**config.mk**
```make
export PLATFORM = sky130hd
export DESIGN_NAME = player_port_ctrl
export DESIGN_NICKNAME = d
export VERILOG_FILES = /design/src/rtl/player_port_ctrl.sv
export SDC_FILE = /design/constraint.sdc
export NUM_CORES = 1
export LEC_CHECK = 0
export CORE_MARGIN = 2
export CORE_UTILIZATION = 41
export CTS_CLUSTER_DIAMETER = 40
export DETAILED_ROUTE_END_ITERATION = 8
export PLACE_DENSITY = 0.73
export SLEW_MARGIN = 20
export SYNTH_ARGS = -nofsm -noshare
export SYNTH_HDL_FRONTEND = slang
export SYNTH_SLANG_ARGS = --single-unit
```
**constraint.sdc**
```tcl
create_clock -name clk -period 2.05 [get_ports clk]
set_clock_uncertainty 0.1 [all_clocks]
set_input_delay 0.41 -clock clk [delete_from_list [all_inputs] [get_ports clk]]
set_output_delay 0.41 -clock clk [all_outputs]
set_load 0.1 [all_outputs]
```
**src/rtl/player_port_ctrl.sv**
```systemverilog
// Player-side port to the card dealer: issues one command at a time, waits for
// the dealer's acknowledge (with timeout), and keeps the hand of received cards.
module player_port_ctrl #(
    parameter int         HAND_SIZE   = 5,
    parameter int         CARD_W      = 6,
    parameter int         DATA_W      = 8,
    parameter int         ACK_TIMEOUT = 16,
    parameter logic [2:0] GET_CARD    = 3'b100
) (
    input  logic                               clk,
    input  logic                               rst,
    input  logic                               trigger,
    input  logic [2:0]                         action_code,
    input  logic [DATA_W-1:0]                  tx_data,
    input  logic                               clear_hand,
    input  logic                               cr_ack,
    input  logic [DATA_W-1:0]                  cr_rdata,
    output logic [2:0]                         cr_cmd,
    output logic                               cr_cmdvld,
    output logic [DATA_W-1:0]                  cr_wdata,
    output logic                               busy,
    output logic                               cmd_done,
    output logic                               cmd_err,
    output logic [$clog2(HAND_SIZE+1)-1:0]     card_count,
    output logic                               hand_full,
    output logic [HAND_SIZE*CARD_W-1:0]        hand_flat
);

    localparam int CNT_W  = $clog2(HAND_SIZE + 1);
    localparam int WAIT_W = $clog2(ACK_TIMEOUT + 1);

    typedef enum logic [1:0] {
        IDLE,
        REQ,
        DONE,
        ERR
    } state_t;

    state_t            state;
    logic [WAIT_W-1:0] wait_cnt;

    // Only the low CARD_W bits of the dealer data form a card.
    logic unused_rdata;
    assign unused_rdata = ^cr_rdata;

    assign hand_full = (card_count == CNT_W'(HAND_SIZE));

    // cr_cmd / cr_wdata double as the latched command, so they are zero outside REQ.
    always_ff @(posedge clk) begin
        if (rst) begin
            state      <= IDLE;
            wait_cnt   <= '0;
            cr_cmd     <= '0;
            cr_cmdvld  <= 1'b0;
            cr_wdata   <= '0;
            busy       <= 1'b0;
            cmd_done   <= 1'b0;
            cmd_err    <= 1'b0;
            card_count <= '0;
            hand_flat  <= '0;
        end else begin
            cmd_done <= 1'b0;
            cmd_err  <= 1'b0;
            case (state)
                IDLE: begin
                    if (trigger) begin
                        busy <= 1'b1;
                        if (action_code == GET_CARD && hand_full) begin
                            state   <= ERR;
                            cmd_err <= 1'b1;
                        end else begin
                            state     <= REQ;
                            cr_cmdvld <= 1'b1;
                            cr_cmd    <= action_code;
                            cr_wdata  <= tx_data;
                            wait_cnt  <= '0;
                        end
                    end
                end
                REQ: begin
                    if (cr_ack) begin
                        state     <= DONE;
                        cmd_done  <= 1'b1;
                        cr_cmdvld <= 1'b0;
                        cr_cmd    <= '0;
                        cr_wdata  <= '0;
                        if (cr_cmd == GET_CARD && !hand_full) begin
                            for (int i = 0; i < HAND_SIZE; i++) begin
                                if (card_count == CNT_W'(i)) begin
                                    hand_flat[i*CARD_W +: CARD_W] <= cr_rdata[CARD_W-1:0];
                                end
                            end
                            card_count <= card_count + CNT_W'(1);
                        end
                    end else if (wait_cnt == WAIT_W'(ACK_TIMEOUT - 1)) begin
                        state     <= ERR;
                        cmd_err   <= 1'b1;
                        cr_cmdvld <= 1'b0;
                        cr_cmd    <= '0;
                        cr_wdata  <= '0;
                    end else begin
                        wait_cnt <= wait_cnt + WAIT_W'(1);
                    end
                end
                DONE, ERR: begin
                    state <= IDLE;
                    busy  <= 1'b0;
                end
                default: begin
                    state <= IDLE;
                    busy  <= 1'b0;
                end
            endcase
            // Placed last so it overrides a capture on the same edge.
            if (clear_hand) begin
                hand_flat  <= '0;
                card_count <= '0;
            end
        end
    end

endmodule

```
Yosys cells after proc, flatten, opt, wreduce, memory -nomap -nowiden
Index checks and enable logic that the tools add are counted.
{ "op_classes": {"add_sub_neg": 2, "eq_ne": 16, "mux": 33, "n_bitwise": 1, "reduce_logical": 20} }
{ "op_table": {"columns": ["operator", "n"], "rows": [
  ["8-bit 2-to-1 mux", 4],
  ["4-bit AND reduction", 6],
  ["5-bit 2-to-1 mux", 4],
  ["8-bit case mux with 2 select lines", 1],
  ["3-bit equality test (second input constant)", 4],
  ["3-bit 2-to-1 mux", 4],
  ["1-bit 2-to-1 mux", 10],
  ["5-bit case mux with 2 select lines", 1],
  ["2-bit 2-to-1 mux", 4],
  ["2-bit inequality test (second input constant)", 4],
  ["3-bit by 2-bit equality test with 1-bit output (second input constant)", 2],
  ["1-bit case mux with 2 select lines", 3],
  ["2-bit case mux with 3 select lines", 1],
  ["3-bit case mux with 2 select lines", 1],
  ["2-bit OR reduction", 3],
  ["5-bit by 1-bit adder with 5-bit output (second input constant)", 1],
  ["5-bit by 4-bit equality test with 1-bit output (second input constant)", 1],
  ["5-bit AND reduction", 1],
  ["2-bit equality test (second input constant)", 2],
  ["2-bit AND reduction", 2],
  ["2-bit nonzero test", 2],
  ["3-bit by 1-bit adder with 3-bit output (second input constant)", 1],
  ["3-bit by 1-bit equality test with 1-bit output (second input constant)", 1],
  ["3-bit zero test", 1],
  ["other kinds (7)", 8]
]} }
{ "totals": {"register_bits": 55, "inputBits": 24, "out_inout_bits": 49, "wordCells": 86} }

Depth between registers and ports, before layout
{ "depth": {"word_depth": 5, "mapped_depth": 7, "depth_no_buf": 7} }

Least setup slack after synthesis
OpenSTA, ideal clock, no wires.
{ "synth_timing": {"path_type": "register -> register", "startpoint": "register card_count[1]", "endpoint": "register hand_flat[19]", "setup_time_ns": 0.132, "arrival_time_ns": 2.874, "t_required_ns": 1.818, "setup_slack_ns": -1.056, "stages_incl_launch_ff": 8, "n_path_buf": 1, "period_less_slack_ns": 3.106, "cell_sequence": "dfxtp_1 -> inv_1 -> ha_1 -> and2_1 -> or4b_1 -> clkbuf_1 -> nand2_1 -> a21oi_1"} }
{ "synth_via": {"elab_chain_len": 4, "word_cells_on_any_way": 5, "cone_classes": "2 x eq/ne; 3 x reduce/logical"} }
{ "synth_rtl": {"columns": ["item", "line", "source"], "rows": [
  ["start, declared", "24", "output logic [$clog2(HAND_SIZE+1)-1:0] card_count,"],
  ["start signal, assigned", "93", "card_count <= card_count + CNT_W'(1);"],
  ["3-bit equality test", "46", "assign hand_full = (card_count == CNT_W'(HAND_SIZE));"],
  ["via hand_full", "25", "output logic hand_full,"],
  ["1-bit zero test", "87", "if (cr_cmd == GET_CARD && !hand_full) begin"],
  ["1-bit logical AND", "87", null],
  ["4-bit AND reduction (no source line)", null, null],
  ["end signal, assigned by index", "90", "hand_flat[i*CARD_W +: CARD_W] <= cr_rdata[CARD_W-1:0];"],
  ["end, declared", "26", "output logic [HAND_SIZE*CARD_W-1:0] hand_flat"]
]} }
The timed path passes the listed nets, and every way through them passes these cells.
A chain may end at the register's enable or synchronous reset.

Worst setup path after layout
{ "layout_timing": {"startpoint": "register wait_cnt[0]", "endpoint": "register cr_cmd[2]"} }
{ "layout_via": {"elab_chain_len": 3} }
{ "layout_rtl": {"columns": ["item", "line", "source"], "rows": [
  ["start, declared", "40", "logic [WAIT_W-1:0] wait_cnt;"],
  ["start signal, assigned", "102", "wait_cnt <= wait_cnt + WAIT_W'(1);"],
  ["5-bit by 4-bit equality test with 1-bit output", "95", "end else if (wait_cnt == WAIT_W'(ACK_TIMEOUT - 1)) begin"],
  ["3-bit inequality test (no source line)", null, null],
  ["4-bit AND reduction (no source line)", null, null],
  ["end signal, assigned", "74", "cr_cmd <= action_code;"],
  ["end, declared", "18", "output logic [2:0] cr_cmd,"]
]} }
No other way between the ends.

==> impl_results.md <==
* FP Rows at 27
* Synth top area share at 0.485
* Post-layout min period at 1910 ps
* Fin. Hold Viols at 0
* Placer Congestion at just under 0.8
* Buffers & Inverters on Critical Path at 2
* Flops & latches, synth at 55
* Diode count at 0
* RSZ-0062 raised after global routing: false
* DR vias/cell at between 5 and 6
* H-tree depth at 2
* WHS at around 360 ps
* Met3 routed WL at 238 microns
* Hold Crit Start: hand_flat[20]$_SDFFE_PP0P_
* Synth cell types at 36
* Layout Area Growth over Synthesis at 43.1%
* CP startpoint: wait_cnt[0]$_SDFFE_PP0P_
* Pwr Total at 2.15 mW
* Hold Path Class: flop to flop
* Clock buffer depth at 2
* WP data required at around 2200 ps
* Initial antenna violation count at 0
* First-pass GRT wire length at around 9 mm
* Crit-path max cell delay at 340 ps
* DPL Wire Length at about 4 mm
* Starting Density at 0.418
* Post-synth EDFFs at 0
* # port buffers at 70
* Post-Syn Area at 2270 sq um
* Crit end category: flop
* Setup CP Type: flop to flop
* P_int at 1.53 mW
* # DRC at 0
* Post-Syn Area per Cell at 9.31 sq um
* PD cells at 661 nW/um^2
* Pins over their slew limit at 0
* Pin count of the biggest net entering global routing at 34
* Peak VDD IR at around 0.45 mV
* Met2 WL at between 2 and 3 mm
* Crit-path cells: ha_1, and3_1, ha_1, buf_4, o31ai_2, buf_4, o21ai_0, a21oi_1
* DR WL/cell at 13.9 microns
* Share of cells above drive strength 1 at 0.301
* Nets@finish at 356
* Vias at 2,013
* Setup violators final at 0
* Total Die Area at 6150 sq um
* Clock power frac at 0.317
* Sequential share of power at 0.514
* Clk root buf: clkbuf_8
* Fillers at 486
* Slowest cell on the critical path: dfxtp_1
* Clock sinks at 55
* CTS tree: built
* Die W at roughly 78 microns
* Worst-Skew Late Latency at 310 ps
* Max Clk Rate at 523 MHz
* Synth async-reset ratio at 0
* Antenna Violating Nets Remaining at 0
* Final Worst Setup Slack at 137 ps
* Sequential Area at roughly 1100 sq um
* Mapped Cells at approximately 240
* Main flop type after synthesis: dfxtp_1
* Switching pwr at around 620 uW
* Dominant cells by area after synthesis: dfxtp_1, mux2i_1, nor2_1
* Top routing layer in use: met4
* Arrival @ worst endpoint at 2050 ps
* Footprint of the multi-input gates at 1110 sq um
* Status: completed
* 1st-iter DRT viols at 70
* GR Overflow Total at 0
* Crit start category: flop
* TritonRoute pass-1 iters at 4
* Ports at between 70 and 80
* Sequential area share after synthesis at 0.485
* Num CTS Buffers at 5
* Area leader, netlist: dfxtp_1
* CP delay by family, top: compound AO/OA/AOI/OAI gates
* CP max FO at 12
* P_leak at about 1.3 nW
* DP Worst Slack at -32.6 ps
* Slew @ Worst Pin at around 630 ps
* Reg-to-reg critical path startpoint: wait_cnt[0]$_SDFFE_PP0P_
* Core Footprint at ~5400 sq um
* Final core utilization at 0.598
* GRT Util Overall at 0.186
* Rel. slew slack at 0.581
* Final period utilization at 0.933
* Total of max-cap violations at 0
* Chip Height at roughly 80 microns
* Drt total wl at between 5 and 6 mm
* M1 WL at around 2.7 mm
* Sw frac at 0.290
* Comb power frac at 0.170
* Syn nets at ~280
* Yosys Warn Count at 0
* Vias in the first global route at about 1,900
* Reg clk slew, reported paths at around 100 ps
-- cell usage in the layout, fill, tap and decap left out, drive strengths merged, types with 2 or more instances in the layout --
master	netlist	layout
nor2b	2	2
dfxtp	55	55
and4	2	2
or3	2	2
or4b	2	2
ha	7	7
nand4	12	12
buf	0	69
o21ai	14	14
nand2	11	11
o31ai	3	3
mux2i	26	26
a21oi	22	22
nor2	32	32
nor3	2	2
clkdlybuf4s50	0	21
a22o	2	2
clkbuf	16	6
nand3	10	10
or2	4	4
inv	6	7
-- registers in the layout, summed over array words and instances (netlist names) --
register,count
card_count,3
cr_cmd,3
wait_cnt,5
cmd_err,1
cr_wdata,8
state,2
cr_cmdvld,1
busy,1
cmd_done,1
hand_flat,30
-- metal layers --
layer	GRT usage	up-vias
met4	0.0526	0
met1	0.251	950
met3	0.0437	5
li1	-	1020
met5	0	-
met2	0.297	38
-- cells in the mapped netlist, types with 2 or more instances --
| library cell | count |
|---|---|
| dfxtp_1 | 55 |
| nor2_1 | 32 |
| mux2i_1 | 26 |
| a21oi_1 | 22 |
| clkbuf_1 | 15 |
| o21ai_0 | 14 |
| nand4_1 | 12 |
| nand2_1 | 11 |
| nand3_1 | 10 |
| ha_1 | 7 |
| inv_1 | 6 |
| or2_2 | 4 |
| o31ai_1 | 3 |
| a22o_1 | 2 |
| and4_1 | 2 |
| nor2b_1 | 2 |
| or4b_1 | 2 |
-- path summary, 6_finish.rpt --
| kind | to | slack, ps | depth (start not counted) |
|---|---|---|---|
| worst max register to register | cr_cmd[2]$_SDFFE_PP0P_ | 140 | 8 |
| worst max-delay path | cr_cmd[2]$_SDFFE_PP0P_ | 140 | 8 |
| worst min register to register | hand_flat[20]$_SDFFE_PP0P_ | 360 | 2 |
| worst min-delay path | hand_flat[20]$_SDFFE_PP0P_ | 360 | 2 |
-- worst min-delay path: cells and delay by family, from the launching register on --
family / cells / cell delay (ps)
AOI/OAI and AO/OA: 1 / 50
DFF: 1 / 320
and+or+nand+nor: 1 / 50
-- final cells by class --
| cell class | instances | share of cell area |
|---|---|---|
| multi-input combinational | 167 | 0.343 |
| sequential | 55 | 0.345 |
| inverter | 6 | 0.00693 |
| clock inverter | 2 | 0.00539 |
| tap | 72 | 0.0277 |
| timing repair buffer | 90 | 0.243 |
| clock buffer | 6 | 0.0289 |
-- cells by family (layout without fill, tap and decap cells) --
| family | count (synthesis) | in the layout | synth area share |
|---|---|---|---|
| XOR/XNOR | 1 | 1 | 0.00386 |
| buffers and inverters | 22 | 104 | 0.0369 |
| adder cells (fa/ha/maj) | 7 | 7 | 0.0385 |
| multiplexers | 27 | 27 | 0.119 |
| flip-flops | 55 | 55 | 0.485 |
| AO/OA/AOI/OAI | 45 | 45 | 0.112 |
| AND/OR/NAND/NOR | 87 | 87 | 0.205 |
-- power groups by stage --
stage	registers (mW)	logic (mW)	clock network (mW)
6_report	1.10	0.365	0.680
5_1_grt	1.11	0.384	0.747
4_1_cts	1.10	0.359	0.705
3_5_place_dp	1.13	0.358	0
3_3_place_gp	1.13	0.356	0
2_1_floorplan	1.27	0.0950	0
-- through the flow --
stage               area [sq um]  std cells  setup TNS (ps)
finish                      3250        398               0
global route                3250        398               0
CTS                         3230        397               0
detailed placement          3120        389            -313
global placement            3120        389            -408
floorplan                   2320        244            -751
-- repair_timing --
| item | 4_1_cts | 5_1_grt |
|---|---|---|
| endpoints found under the setup margin | 6 | 13 |
| setup buffers | 0 | 1 |
| pin swaps | 0 | 1 |
| gates resized for setup | 1 | 3 |
| hold buffers | 0 | 0 |
Note: power is estimated with default switching activity, not from simulation.
